File: config.mk
export PLATFORM = sky130hd
export DESIGN_NAME = sw_debounce
export DESIGN_NICKNAME = d
export VERILOG_FILES = /design/src/rtl/sw_debounce.sv
export SDC_FILE = /design/constraint.sdc
export NUM_CORES = 1
export LEC_CHECK = 0
export ABC_AREA = 1
export CORE_ASPECT_RATIO = 0.9
export CORE_MARGIN = 1
export CORE_UTILIZATION = 63
export DETAILED_ROUTE_END_ITERATION = 10
export HOLD_SLACK_MARGIN = 0.02
export PLACE_DENSITY_LB_ADDON = 0.3
export SLEW_MARGIN = 25
export SYNTH_ARGS = -nofsm -noshare
export SYNTH_HDL_FRONTEND = slang
export SYNTH_SLANG_ARGS = --single-unit
File: constraint.sdc
create_clock -name clk -period 1.8 [get_ports clk]
set_input_delay 0.36 -clock clk [delete_from_list [all_inputs] [get_ports clk]]
set_output_delay 0.36 -clock clk [all_outputs]
set_load 0.01 [all_outputs]
File: src/rtl/sw_debounce.sv
// Push-button conditioner: 2-flop synchronizer plus per-switch debounce FSM producing level, press and release.
// Define SW_AUTOREPEAT_EN to compile in hold-to-repeat press pulses.
module sw_debounce #(
    parameter int N_SW            = 4,
    parameter int DEBOUNCE_CYC    = 500000,
    parameter int REPEAT_DLY_CYC  = 25000000,
    parameter int REPEAT_RATE_CYC = 5000000
) (
    input  logic            clk,
    input  logic            rst,
    input  logic [N_SW-1:0] sw_raw,
    output logic [N_SW-1:0] sw_level,
    output logic [N_SW-1:0] sw_press,
    output logic [N_SW-1:0] sw_release
);

    localparam int MAX_AB  = (DEBOUNCE_CYC > REPEAT_DLY_CYC) ? DEBOUNCE_CYC : REPEAT_DLY_CYC;
    localparam int MAX_CYC = (MAX_AB > REPEAT_RATE_CYC) ? MAX_AB : REPEAT_RATE_CYC;
    localparam int CW      = $clog2(MAX_CYC + 1);

    // The counter is cleared on entry to a check state, so that entry is the first stable sample.
    localparam logic [CW-1:0] DB_LAST = CW'(DEBOUNCE_CYC - 2);
`ifdef SW_AUTOREPEAT_EN
    localparam logic [CW-1:0] RPT_DLY_LAST  = CW'(REPEAT_DLY_CYC - 1);
    localparam logic [CW-1:0] RPT_RATE_LAST = CW'(REPEAT_RATE_CYC - 1);
`endif

    typedef enum logic [1:0] {
        REL,
        PRS_CHK,
        HELD,
        REL_CHK
    } sw_state_t;

    logic [N_SW-1:0] s1;
    logic [N_SW-1:0] s2;

    function automatic logic [CW-1:0] sat_inc(input logic [CW-1:0] v);
        return (v == {CW{1'b1}}) ? v : v + CW'(1);
    endfunction

    always_ff @(posedge clk) begin
        if (rst) begin
            s1 <= '0;
            s2 <= '0;
        end else begin
            s1 <= sw_raw;
            s2 <= s1;
        end
    end

    for (genvar i = 0; i < N_SW; i++) begin : g_sw
        sw_state_t     state;
        sw_state_t     state_nxt;
        logic [CW-1:0] db_cnt;
        logic [CW-1:0] db_cnt_nxt;
        logic          level_q;
        logic          level_nxt;
        logic          press_q;
        logic          press_nxt;
        logic          release_q;
        logic          release_nxt;
`ifdef SW_AUTOREPEAT_EN
        logic [CW-1:0] rpt_cnt;
        logic [CW-1:0] rpt_cnt_nxt;
        logic          rpt_fast;
        logic          rpt_fast_nxt;
`endif

        always_ff @(posedge clk) begin
            if (rst) begin
                state     <= REL;
                db_cnt    <= '0;
                level_q   <= 1'b0;
                press_q   <= 1'b0;
                release_q <= 1'b0;
`ifdef SW_AUTOREPEAT_EN
                rpt_cnt   <= '0;
                rpt_fast  <= 1'b0;
`endif
            end else begin
                state     <= state_nxt;
                db_cnt    <= db_cnt_nxt;
                level_q   <= level_nxt;
                press_q   <= press_nxt;
                release_q <= release_nxt;
`ifdef SW_AUTOREPEAT_EN
                rpt_cnt   <= rpt_cnt_nxt;
                rpt_fast  <= rpt_fast_nxt;
`endif
            end
        end

        always_comb begin
            state_nxt    = state;
            db_cnt_nxt   = db_cnt;
            level_nxt    = level_q;
            press_nxt    = 1'b0;
            release_nxt  = 1'b0;
`ifdef SW_AUTOREPEAT_EN
            rpt_cnt_nxt  = rpt_cnt;
            rpt_fast_nxt = rpt_fast;
`endif
            case (state)
                REL: begin
                    if (s2[i]) begin
                        state_nxt  = PRS_CHK;
                        db_cnt_nxt = '0;
                    end
                end
                PRS_CHK: begin
                    if (!s2[i]) begin
                        state_nxt = REL;
                    end else if (db_cnt >= DB_LAST) begin
                        state_nxt    = HELD;
                        level_nxt    = 1'b1;
                        press_nxt    = 1'b1;
`ifdef SW_AUTOREPEAT_EN
                        rpt_cnt_nxt  = '0;
                        rpt_fast_nxt = 1'b0;
`endif
                    end else begin
                        db_cnt_nxt = sat_inc(db_cnt);
                    end
                end
                HELD: begin
                    if (!s2[i]) begin
                        state_nxt  = REL_CHK;
                        db_cnt_nxt = '0;
                    end
`ifdef SW_AUTOREPEAT_EN
                    // First repeat waits the long delay, later ones use the shorter rate.
                    else if (rpt_cnt >= (rpt_fast ? RPT_RATE_LAST : RPT_DLY_LAST)) begin
                        press_nxt    = 1'b1;
                        rpt_cnt_nxt  = '0;
                        rpt_fast_nxt = 1'b1;
                    end else begin
                        rpt_cnt_nxt = sat_inc(rpt_cnt);
                    end
`endif
                end
                REL_CHK: begin
                    if (s2[i]) begin
                        state_nxt = HELD;
                    end else if (db_cnt >= DB_LAST) begin
                        state_nxt   = REL;
                        level_nxt   = 1'b0;
                        release_nxt = 1'b1;
                    end else begin
                        db_cnt_nxt = sat_inc(db_cnt);
                    end
                end
                default: begin
                    state_nxt = REL;
                end
            endcase
        end

        assign sw_level[i]   = level_q;
        assign sw_press[i]   = press_q;
        assign sw_release[i] = release_q;
    end

endmodule

# Word level (Yosys, flattened, before mapping)
# Index checks and enable logic that the tools add are counted.
# Widths: inputs -> output; s select.
totals:
  regBits: 128
  in_bits: 6
  out_inout_bits: 12
  word_cells: 198
op_classes:
  n_addsub: 4
  magnitude_cmp: 4
  eq_ne: 48
  muxes: 80
  n_bitwise: 12
  n_reduce_logical: 28
op_table:
  columns: ["operator", "count"]
  rows:
  - ["$mux 25", 24]
  - ["$pmux 25 s4", 4]
  - ["$add 25x1->25 const B", 4]
  - ["$eq 25x25->1 const B", 4]
  - ["$ge 25x19->1 const B", 4]
  - ["$mux 2", 24]
  - ["$ne 2x2->1 const B", 24]
  - ["$pmux 2 s4", 4]
  - ["$reduce_and 4->1", 8]
  - ["$ne 3x3->1 const B", 8]
  - ["$reduce_or 3->1", 8]
  - ["$mux 1", 20]
  - ["$reduce_and 5->1", 4]
  - ["$eq 2x2->1 const B", 8]
  - ["$not 1->1", 12]
  - ["$eq 2x1->1 const B", 4]
  - ["$logic_not 2->1", 4]
  - ["$pmux 1 s2", 4]
  - ["$reduce_bool 2->1", 4]

# Longest topological paths before layout
# Gate-level depths: netlist of the first run.
logic_depth:
  depth_word: 5
  depth_mapped: 14
  ltp_nobuf: 14

# Worst setup path before layout of the first run
# Ideal clock, no wire load.
synth_path:
  kind: "flip-flop to flip-flop"
  startpoint: "register g_sw[2].db_cnt[0]"
  endpoint: "register g_sw[2].db_cnt[17]"
  setup_time_ns: 0.070
  arrival_time_ns: 1.583
  path_slack_ns: 0.146
  stages_incl_launch_ff: 15
  path_cell_list: "dfxtp_1 > inv_1 > ha_1 > nand2_1 > inv_1 > nand2_1 > nor2_1 > nand2_1 > nor2_1 > nor2_1 > nand3_2 > nand2_2 > buf_4 > nand2_1 > a21oi_1"
synth_via:
  elab_chain_len: 5
synth_rtl:
  columns: ["element", "line_no", "text"]
  rows:
  - ["from (decl)", "55", "logic [CW-1:0] db_cnt;"]
  - ["from (signal assigned)", "83", "db_cnt <= db_cnt_nxt;"]
  - ["$add 25x1->25 or $eq 25x25->1 (tied branches)", "39", "return (v == {CW{1'b1}}) ? v : v + CW'(1);"]
  - ["$mux 25", "39", null]
  - ["$mux 25 (*)", "114, 145", null]
  - ["$mux 25, on equally long branches", "143, 112", null]
  - ["$pmux 25 s4 (*)", "104", "case (state)"]
# Every way passes the cells marked *; elsewhere a longest branch is shown, timed or not. The select of a mux whose other input is x is not followed.
# A chain may end at the register's enable or synchronous reset.

# Final worst setup path of the first run
layout_path:
  startpoint: "register g_sw[3].db_cnt[0]"
  endpoint: "register g_sw[3].db_cnt[15]"
layout_via:
  elab_chain_len: 5
layout_rtl:
  columns: ["element", "line_no"]
  rows:
  - ["from (decl)", "55"]
  - ["from (signal assigned)", "83"]
  - ["$add 25x1->25 or $eq 25x25->1 (tied branches)", "39"]
  - ["$mux 25", "39"]
  - ["$mux 25 (*)", "114, 145"]
  - ["$mux 25, on equally long branches", "143, 112"]
  - ["$pmux 25 s4 (*)", "104"]
# Marked as above.

==> run summary, run 1 <==
Worst setup SP type: register
delay of the slowest critical-path stage: 0.33 ns
f_max: 565 MHz
wire per inst: 14.0 um
die area: 12,100 sq um
Clock power frac: 53.6%
slew at the pin closest to its max-slew limit: 0.575 ns
total track usage: 31.9%
Slew HR: 61.4%
crit path kind: register to register
clk_lat worst skew: 0.43 ns
Critical Path, Cell by Cell: inv_2 -> ha_2 -> nand3_1 -> nor2_2 -> nand2_1 -> nor2_1 -> nor2_2 -> buf_4 -> nand4_4 -> buf_12 -> nand3_1 -> a21oi_1
Min Hold Slack: 0.228 ns
status: finished, final reports clean
HP Start: rst
Power Internal: 5.62 mW
Die Ht: 104 um
ant diodes: 0
PD cells: 839 nW/um^2
Cells after DPL: 1,329
Max Slew Vio Count: 0
clk sinks: 128
Final Wtd Congestion: 0.953
initial antenna violation count: 0
WP buf/inv: 3
top cell type's share of synthesized area: 34.9%
CTS buffer count: 17
Final setup viols: 0
CTS max path bufs: 2
Setup TNS Final: 0 ns
Post-synth EDFFs: 0
final net count: 1,216
FF-to-FF Start: g_sw[3].db_cnt[0]
max_cap viols: 0
Core ar.: 11,400 sq um
critical path's top delay family: simple AND/OR/NAND/NOR gates
Hold WC Path Type: primary input to register
Post-Syn Area: 7330 sq um
PortBufs: 17
Via Count: 7,623
final worst slack: 0.0313 ns
sequential fraction of design power: 39.4%
Worst Setup End Kind: register
Leak: 3.26 nW
final hold viol count: 0
worst-path maximum fanout: 8
FF-to-FF path depth: 12
share of cells above drive strength 1: 13.9%
Hold Path Sink: g_sw[2].db_cnt[12]
top cells by area, synth: dfxtp_1 35%, nand2_1 14%, nor2_1 13%
Placed Area: 7820 sq um
area grow syn2layout: 19.4%
ys async rst share: 0%
largest net degree at the start of global routing: 60
FF-to-FF setup slack: 0.03 ns
skew final: 0.00809 ns
fin cells: 1,371
synth unique cells: 30
R2R Path End: g_sw[3].db_cnt[15]
arrival time of the worst setup path: 2.12 ns
TritonRoute pass-1 iters: 6
slowest CP cell: dfxtp_2
floorplan row count: 37
number of remaining DRC errors: 0
fin crit share: 98.3%
DRT antenna net count: 0
sw frac: 23.5%
Mapped Cells: 1,160
final wirelength: 19,100 um
GRT overflow: 0
Tmin final: 1.77 ns
Worst Hold Depth: 2
sequential share of the synthesized area: 34.9%
clock-pin slew of the registers on the worst-case setup and hold paths: 0.06 ns
post-DR vias/cell: 5.56
Combinational Power Share: 7.0%
H-tree depth: 4
Seq cells post-synth: 128
total number of yosys warnings: 0
Die W: 116 um
CTS tree: built
Peak VDD IR: 0.000697 V
RSZ-0062 raised after global routing: yes
DR iter-0 viols: 695
Post-DP HPWL: 11,900 um
CTS Root Cell: clkbuf_16
Finished Cell Area: 8760 sq um
Initial Utilization: 64.4%
Synth Area per Inst: 6.32 sq um
largest area contributor in the netlist: dfxtp_1
Crit path required time: 2.15 ns
wire length of the first global-routing pass: 31,000 um
most used flip-flop cell after synthesis: dfxtp_1
Top Ports: 18
number of global-route vias before repair: 6,925
Synthesized Nets: 1,174
Sw Pwr: 1.73 mW
worst slack, placed: 0.0657 ns
Hold Buf Count CTS: 0
==> cells by family after synthesis <==
logic type | after synthesis | synth area share [%]
and+or+nand+nor | 720 | 41.7
buffers and inverters | 165 | 9.83
DFF | 128 | 34.9
AOI/OAI and AO/OA | 87 | 5.94
xor gates and xnor gates | 52 | 6.21
adders and majority gates | 8 | 1.36
==> power by group through the flow <==
stage          clock [mW]  sequential, mW  combinational (mW)
2_1_floorplan           0            2.94               0.292
3_3_place_gp            0            2.95               0.427
3_5_place_dp            0            2.95               0.434
4_1_cts              3.94            2.89               0.440
5_1_grt              4.09            2.90               0.559
6_report             3.94            2.90               0.511
==> flip-flops by register name, indices dropped and copies added (netlist names), named ones only <==
| signal | count |
|---|---|
| s1 | 4 |
| g_sw.release_q | 4 |
| g_sw.level_q | 4 |
| g_sw.press_q | 4 |
| g_sw.db_cnt | 100 |
| s2 | 4 |
| g_sw.state | 4 |
==> metal layers <==
metal | up-vias | global-route usage, % | wire [um]
li1 | 3742 | - | -
met1 | 3492 | 42.2 | 8240
met2 | 330 | 51.2 | 8860
met3 | 59 | 7.23 | 1510
met4 | 0 | 10.3 | 509
met5 | - | 0 | 0
==> synth_stat cells, types with 8 or more instances <==
cell      count
xnor2_1      14
buf_4        17
nand3_1     138
ha_1          8
nor2_1      250
inv_1        95
dfxtp_1     128
clkbuf_1     20
nand4_1      21
nand2_1     270
a21oi_1      77
o21ai_0       8
nor3_1       17
inv_2         9
xor2_1       38
buf_2        12
==> repair_timing <==
action                                  in CTS  in global routing
resized for setup                            0                 60
endpoints found under the setup margin       0                105
buffers inserted                             0                  7
==> worst max path at each step <==
stage	to	slack, ns	cells after the start	from
after floorplan	g_sw[2].db_cnt[17]	0.15	14	g_sw[2].db_cnt[0]
after global placement	g_sw[2].db_cnt[13]	0.1	14	g_sw[2].db_cnt[0]
after detailed placement	g_sw[2].db_cnt[4]	0.07	14	g_sw[2].db_cnt[0]
after CTS	register	0.009	11	g_sw[3].db_cnt[0]
after global routing	g_sw[3].db_cnt[0]	-0.09	11	g_sw[3].db_cnt[12]
final	g_sw[3].db_cnt[15]	0.03	12	g_sw[3].db_cnt[0]
==> metrics by stage <==
step,power (mW),utilization (%)
6_report,7.35,76.9
5_1_grt,7.54,76.9
4_1_cts,7.27,74.6
3_5_place_dp,3.39,68.7
3_3_place_gp,3.38,68.7
2_1_floorplan,3.24,-
==> final cells by class <==
type | count | area, sq um
clock buffer | 21 | 470
clock inverter | 11 | 201
fill | 859 | 2630
inverter | 107 | 404
multi-input combinational | 868 | 4170
sequential | 128 | 2580
tap | 156 | 195
timing repair buffer | 80 | 734
==> layout by cell type, fill, tap and decap left out, types with 7 or more instances in the layout <==
cell type	n
inv_1	92
nor3_1	17
dfxtp_2	15
nand4_1	21
nand3_1	138
clkdlybuf4s50_1	16
nor2_2	16
xor2_1	38
nor2_1	237
dfxtp_1	112
clkbuf_16	18
nand2_1	266
inv_2	11
a21oi_1	71
nand2_2	8
xnor2_1	14
o21ai_0	7
buf_4	53
(Power assumes the default switching activity.)
==> run 2, diff against run 1 <==
--- a/config.mk
+++ b/config.mk
@@ -8,8 +8,9 @@
 export ABC_AREA = 1
 export CORE_ASPECT_RATIO = 0.9
 export CORE_MARGIN = 1
-export CORE_UTILIZATION = 63
+export CORE_UTILIZATION = 64
 export DETAILED_ROUTE_END_ITERATION = 10
+export DONT_BUFFER_PORTS = 1
 export HOLD_SLACK_MARGIN = 0.02
 export PLACE_DENSITY_LB_ADDON = 0.3
 export SLEW_MARGIN = 25
==> run 2 against run 1 <==
Cell count is 2.6% lower. Via count is 4.0% lower. Flip-flop and latch count stayed put. Clock skew is 0.0017 ns lower. Register-to-register slack better by 0.04 ns. Routed wire length is 3.7% lower. Setup slack better by 0.039 ns. Fmax is 2.2% higher. Sequential power hardly changed. Worst hold slack worse by 0.19 ns. Non-clock buffer count is 32 lower. Critical path type unchanged. Critical endpoint is now g_sw[3].db_cnt[12]. Largest cell class unchanged. Largest power group unchanged.
==> run summary, run 2 (synthesized netlist as in run 1, its figures left out) <==
area grow syn2layout: 13.9%
wire per inst: 13.8 um (-1.2%)
clk_lat worst skew: 0.42 ns (about the same)
ant diodes: 0 (unchanged)
CTS tree: built
skew final: 0.00636 ns (-0.00173 ns)
commonest non-fill, non-tap cell in the layout: nand2_1
FF-to-FF path depth: 12 (unchanged)
worst-path maximum fanout: 8 (unchanged)
share of cells above drive strength 1: 12.1% (-1.8 points)
number of remaining DRC errors: 0 (unchanged)
final hold viol count: 0 (unchanged)
Max Slew Vio Count: 0 (unchanged)
Crit path required time: 2.15 ns (about the same)
wire length of the first global-routing pass: 30,400 um (-2.0%)
Peak VDD IR: 0.00111 V (+59%)
Die Ht: 104 um (-0.77%)
Leak: 3.08 nW (-5.4%)
Core ar.: 11,000 sq um (-3.5%)
most flop-heavy register: g_sw.db_cnt
fill count: 885 (+3.0%)
clock-pin slew of the registers on the worst-case setup and hold paths: 0.06 ns (about the same)
total track usage: 31.9% (+0.066 points)
Tot Pwr: 6.73 mW (-8.4%)
final wirelength: 18,400 um (-3.7%)
Clock power frac: 49.9% (-3.7 points)
slew at the pin closest to its max-slew limit: 0.525 ns (-0.0501 ns)
Worst setup SP type: register
CTS buffer count: 17 (unchanged)
Final setup viols: 0 (unchanged)
largest net degree at the start of global routing: 60 (unchanged)
worst slack, placed: 0.0446 ns (-0.0211 ns)
Post-DP HPWL: 11,300 um (-4.7%)
clk sinks: 128 (unchanged)
number of global-route vias before repair: 6,560 (-5.3%)
R2R Path End: g_sw[3].db_cnt[12]
PD cells: 805 nW/um^2 (-4.0%)
Worst Hold Depth: 2 (unchanged)
GRT overflow: 0 (unchanged)
Combinational Power Share: 7.1% (about the same)
status: finished, final reports clean
commonest non-fill, non-tap cells in the layout: 263 x nand2_1, 248 x nor2_1, 136 x nand3_1, 113 x dfxtp_1, 92 x inv_1
TritonRoute pass-1 iters: 5 (-1)
Top Ports: 18 (unchanged)
PortBufs: 0 (-17)
die area: 11,900 sq um (-1.5%)
Setup TNS Final: 0 ns (unchanged)
DRT antenna net count: 0 (unchanged)
Power Internal: 5.09 mW (-9.5%)
floorplan row count: 36 (-2.7%)
CTS Root Cell: clkbuf_16
H-tree depth: 4 (unchanged)
RSZ-0062 raised after global routing: yes
final net count: 1,184 (-2.6%)
FF-to-FF Start: g_sw[3].db_cnt[0]
FF-to-FF setup slack: 0.07 ns (+0.04 ns)
Largest register FFs: 100 (unchanged)
max_cap viols: 0 (unchanged)
Sw Pwr: 1.64 mW (-5.1%)
Worst Setup End Kind: register
Slew HR: 64.8% (+3.4 points)
Min Hold Slack: 0.0378 ns (-0.190 ns)
DR iter-0 viols: 766 (+10%)
sw frac: 24.3% (+0.86 points)
final worst slack: 0.0702 ns (+0.0389 ns)
Tmin final: 1.73 ns (-0.0389 ns)
sequential fraction of design power: 43.1% (+3.7 points)
f_max: 578 MHz (+2.2%)
crit path kind: register to register
post-DR vias/cell: 5.48 (-1.4%)
fin crit share: 96.1% (-2.2 points)
CTS max path bufs: 2 (unchanged)
arrival time of the worst setup path: 2.08 ns (-0.04 ns)
HP Start: sw_raw[2]
Hold WC Path Type: primary input to register
Die W: 115 um (-0.77%)
initial antenna violation count: 0 (unchanged)
Via Count: 7,320 (-4.0%)
Initial Utilization: 66.7% (+2.3 points)
Final Wtd Congestion: 0.941 (-1.3%)
Hold Path Sink: s1[2]
run 2: worst max-delay path: stages (launching register included):
cell and delay, ns:
dfxtp_2 0.33, inv_2 0.05, ha_1 0.18, nand3_1 0.09
nor2_1 0.06, nand2_1 0.06, nor2_1 0.04, nor2_2 0.19
nand3_2 0.15, nand2_4 0.13, buf_8 0.14, nand3_2 0.08
a21oi_2 0.15
run 2: worst max path at each step:
| stage | start | endpoint | slack, ns | depth (start not counted) |
|---|---|---|---|---|
| after floorplan | g_sw[2].db_cnt[0] | g_sw[2].db_cnt[17] | 0.15 | 14 |
| after global placement | g_sw[0].db_cnt[0] | g_sw[0].db_cnt[4] | 0.10 | 12 |
| after detailed placement | g_sw[0].db_cnt[0] | g_sw[0].db_cnt[9] | 0.04 | 12 |
| after CTS | g_sw[0].db_cnt[0] | g_sw[0].db_cnt[4] | 0.03 | 12 |
| after global routing | g_sw[0].db_cnt[0] | g_sw[0].db_cnt[0] | -0.08 | 12 |
| final | g_sw[3].db_cnt[0] | g_sw[3].db_cnt[12] | 0.07 | 12 |
run 2: timing repair:
action | in CTS | in global routing
buffers inserted | 0 | 1
pin swaps | 0 | 13
hold buffers | 3 | 1
hold endpoints to repair | 59 | 2
resized for setup | 1 | 52
cloned | 0 | 1
endpoints found under the setup margin | 1 | 98
run 2: metrics by stage:
step / utilization (%) / std cells / instance area [sq um]
final: 76.0 / 1335 / 8350
after global routing: 76.0 / 1335 / 8350
after CTS: 74.4 / 1332 / 8180
after detailed placement: 68.6 / 1297 / 7540
after global placement: 68.6 / 1297 / 7540
after floorplan: - / 1160 / 7330
run 2: metal layers:
| metal | routed length [um] | up-vias | global-route usage (%) | share of wire, % |
|---|---|---|---|---|
| met2 | 8570 | 294 | 51.8 | 47 |
| met1 | 8060 | 3294 | 42.5 | 44 |
| met3 | 1380 | 46 | 7.14 | 7.5 |
| met4 | 399 | 0 | 8.81 | 2.2 |
| met5 | 0 | - | 0 | 0 |
| li1 | - | 3686 | - | - |
run 2: layout make-up:
type / count / area, sq um / area share (%)
clock buffers: 23 / 498 / 5.96
clock inverters: 9 / 81.3 / 0.974
inverters: 107 / 404 / 4.84
multi-input cells: 868 / 4150 / 49.7
flip-flops and latches: 128 / 2590 / 31.0
well taps: 152 / 190 / 2.28
repair buffers: 48 / 440 / 5.27
run 2: power groups by stage:
stage               logic, mW  registers (mW)  clock network (mW)
detailed placement      0.369            2.96                   0
global placement        0.361            2.95                   0
global route            0.515            2.90                3.51
floorplan               0.292            2.94                   0
finish                  0.475            2.90                3.35
CTS                     0.424            2.90                3.38
==> run 3, diff against run 2 <==
--- a/config.mk
+++ b/config.mk
@@ -13,6 +13,7 @@
 export DONT_BUFFER_PORTS = 1
 export HOLD_SLACK_MARGIN = 0.02
 export PLACE_DENSITY_LB_ADDON = 0.3
+export REMOVE_ABC_BUFFERS = 1
 export SLEW_MARGIN = 25
 export SYNTH_ARGS = -nofsm -noshare
 export SYNTH_HDL_FRONTEND = slang
==> run 3 against run 2 <==
Total power about the same. Largest cell class unchanged. Register-to-register slack about the same. Clock power about the same. Fmax hardly changed. First-iteration DRC count decreased by 3.5%. Via count grew 0.48%. Critical endpoint is now g_sw[3].db_cnt[14]. Cell count rose by 1.1%. Setup slack about the same.
==> run summary, run 3 (synthesized netlist as in run 1, its figures left out) <==
status: finished, final reports clean
slowest CP cell: dfxtp_2
number of remaining DRC errors: 0 (unchanged)
Largest register FFs: 100 (unchanged)
ant diodes: 0 (unchanged)
post-DR vias/cell: 5.45 (-0.64%)
initial antenna violation count: 0 (unchanged)
skew final: 0.00651 ns (+0.000153 ns)
Register Area: 2570 sq um (-0.53%)
worst-path maximum fanout: 4 (-4)
RSZ-0062 raised after global routing: yes
wire length of the first global-routing pass: 29,400 um (-3.2%)
area grow syn2layout: 15.2%
final net count: 1,199 (+1.3%)
H-tree depth: 4 (unchanged)
DRT antenna net count: 0 (unchanged)
Min Hold Slack: 0.0157 ns (-0.0221 ns)
DR iter-0 viols: 739 (-3.5%)
final hold viol count: 0 (unchanged)
Initial Utilization: 66.7% (unchanged)
share of cells above drive strength 1: 12.3% (+0.18 points)
slew at the pin closest to its max-slew limit: 0.572 ns (+0.0470 ns)
floorplan row count: 36 (unchanged)
fill count: 850 (-4.0%)
Core ar.: 11,000 sq um (unchanged)
Crit path required time: 2.16 ns (about the same)
CTS Root Cell: clkbuf_16
Hold WC Path Type: primary input to register
f_max: 578 MHz (about the same)
Finished Cell Area: 8450 sq um (+1.2%)
Placed Area: 7610 sq um (+0.86%)
fin crit share: 96.1% (about the same)
TritonRoute pass-1 iters: 6 (+1)
wire per inst: 13.3 um (-3.5%)
total track usage: 30.6% (-1.3 points)
Worst Setup End Kind: register
Tot Pwr: 6.72 mW (about the same)
Top Ports: 18 (unchanged)
die area: 11,900 sq um (unchanged)
arrival time of the worst setup path: 2.09 ns (about the same)
clock-pin slew of the registers on the worst-case setup and hold paths: 0.06 ns (about the same)
Slew HR: 61.8% (-3.0 points)
Final Wtd Congestion: 0.944 (+0.33%)
Final Util: 76.9% (+0.89 points)
largest net degree at the start of global routing: 65 (+8.3%)
area occupied by multi-input gates: 4170 sq um (+0.30%)
max_cap viols: 0 (unchanged)
Crit path top cell by count: nand3_1
Tmin final: 1.73 ns (+0.000339 ns)
PD cells: 795 nW/um^2 (-1.2%)
clk_lat worst skew: 0.42 ns (about the same)
PortBufs: 0 (unchanged)
Die W: 115 um (unchanged)
GRT overflow: 0 (unchanged)
CTS max path bufs: 2 (unchanged)
CTS buffer count: 17 (unchanged)
commonest non-fill, non-tap cells in the layout: 268 x nand2_1, 243 x nor2_1, 137 x nand3_1, 120 x dfxtp_1, 93 x inv_1
number of global-route vias before repair: 6,434 (-1.9%)
Peak VDD IR: 0.000640 V (-42%)
CTS tree: built
Worst setup SP type: register
Final setup viols: 0 (unchanged)
delay of the slowest critical-path stage: 0.33 ns (about the same)
Via Count: 7,355 (+0.48%)
commonest non-fill, non-tap cell in the layout: nand2_1
final wirelength: 18,000 um (-2.4%)
Die Ht: 104 um (unchanged)
Post-DP HPWL: 11,100 um (-2.0%)
Leak: 3.13 nW (+1.5%)
most flop-heavy register: g_sw.db_cnt
crit path kind: register to register
Max Slew Vio Count: 0 (unchanged)
Critical Path, Cell by Cell: buf_4 -> buf_4 -> ha_1 -> nand3_1 -> nor2_1 -> nand3_1 -> xor2_1 -> nor2_1 -> nand3_1 -> a21oi_1
clk sinks: 128 (unchanged)
## run 3: cell types whose count changed in the layout (fill, tap and decap cells not counted), sizes merged
| cell | change |
|---|---|
| buf | +12 |
| clkbuf | -4 |
| clkinvlp | +3 |
| bufinv | +1 |
| clkinv | +1 |
| dlygate4sd3 | +1 |
| nand2 | +1 |
## run 3: per-layer routing
layer,track usage (%),share of wire [%],vias up
met2,46.4,44,314
met4,11.5,2.3,0
li1,-,-,3721
met5,0,0,-
met1,42.8,45,3269
met3,6.03,8.0,51
## run 3: per-stage QoR
step	worst slack, ns	std cells	setup TNS, ns
2_1_floorplan	-0.357	1102	-8.28
3_3_place_gp	0.112	1304	0
3_5_place_dp	0.0768	1304	0
4_1_cts	0.0178	1340	0
5_1_grt	-0.0316	1350	-0.154
6_report	0.0698	1350	0
## run 3: power breakdown
group,internal [mW],total [mW],leakage [nW],switching [mW]
combinational,0.167,0.473,1.82,0.305
sequential,2.87,2.90,1.04,0.0304
clock,2.06,3.35,0.270,1.29
## run 3: final timing paths
path / from / end / slack (ns) / depth (start not counted)
worst min-delay path: rst / g_sw[3].db_cnt[1] / 0.02 / 1
worst max-delay path: g_sw[3].db_cnt[0] / g_sw[3].db_cnt[14] / 0.07 / 10
worst max register to register: g_sw[3].db_cnt[0] / g_sw[3].db_cnt[14] / 0.07 / 10
worst min register to register: s1[1] / s2[1] / 0.41 / 2
## run 3: worst max-delay path, delay by kind of cell, from the launching register on
kind | cells | cell delay (ns)
xor gates and xnor gates | 1 | 0.17
and+or+nand+nor | 5 | 0.68
AOI/OAI and AO/OA | 1 | 0.12
adders and majority gates | 1 | 0.16
DFF | 1 | 0.33
buffers and inverters | 2 | 0.21
## run 3: repair_timing
item                                   4_1_cts  5_1_grt
resized for setup                            0       37
buffers inserted                             0        6
hold buffers                                 4        0
endpoints found under the hold margin       40        0
setup endpoints to repair                    0       94
## run 3: area by class of cell
class	count	area share, %
Multi-Input combinational cell	869	49.3
Sequential cell	128	30.4
Timing Repair Buffer	62	6.38
Clock buffer	18	5.20
Inverter	107	4.75
Tap cell	152	2.25
Clock inverter	14	1.69
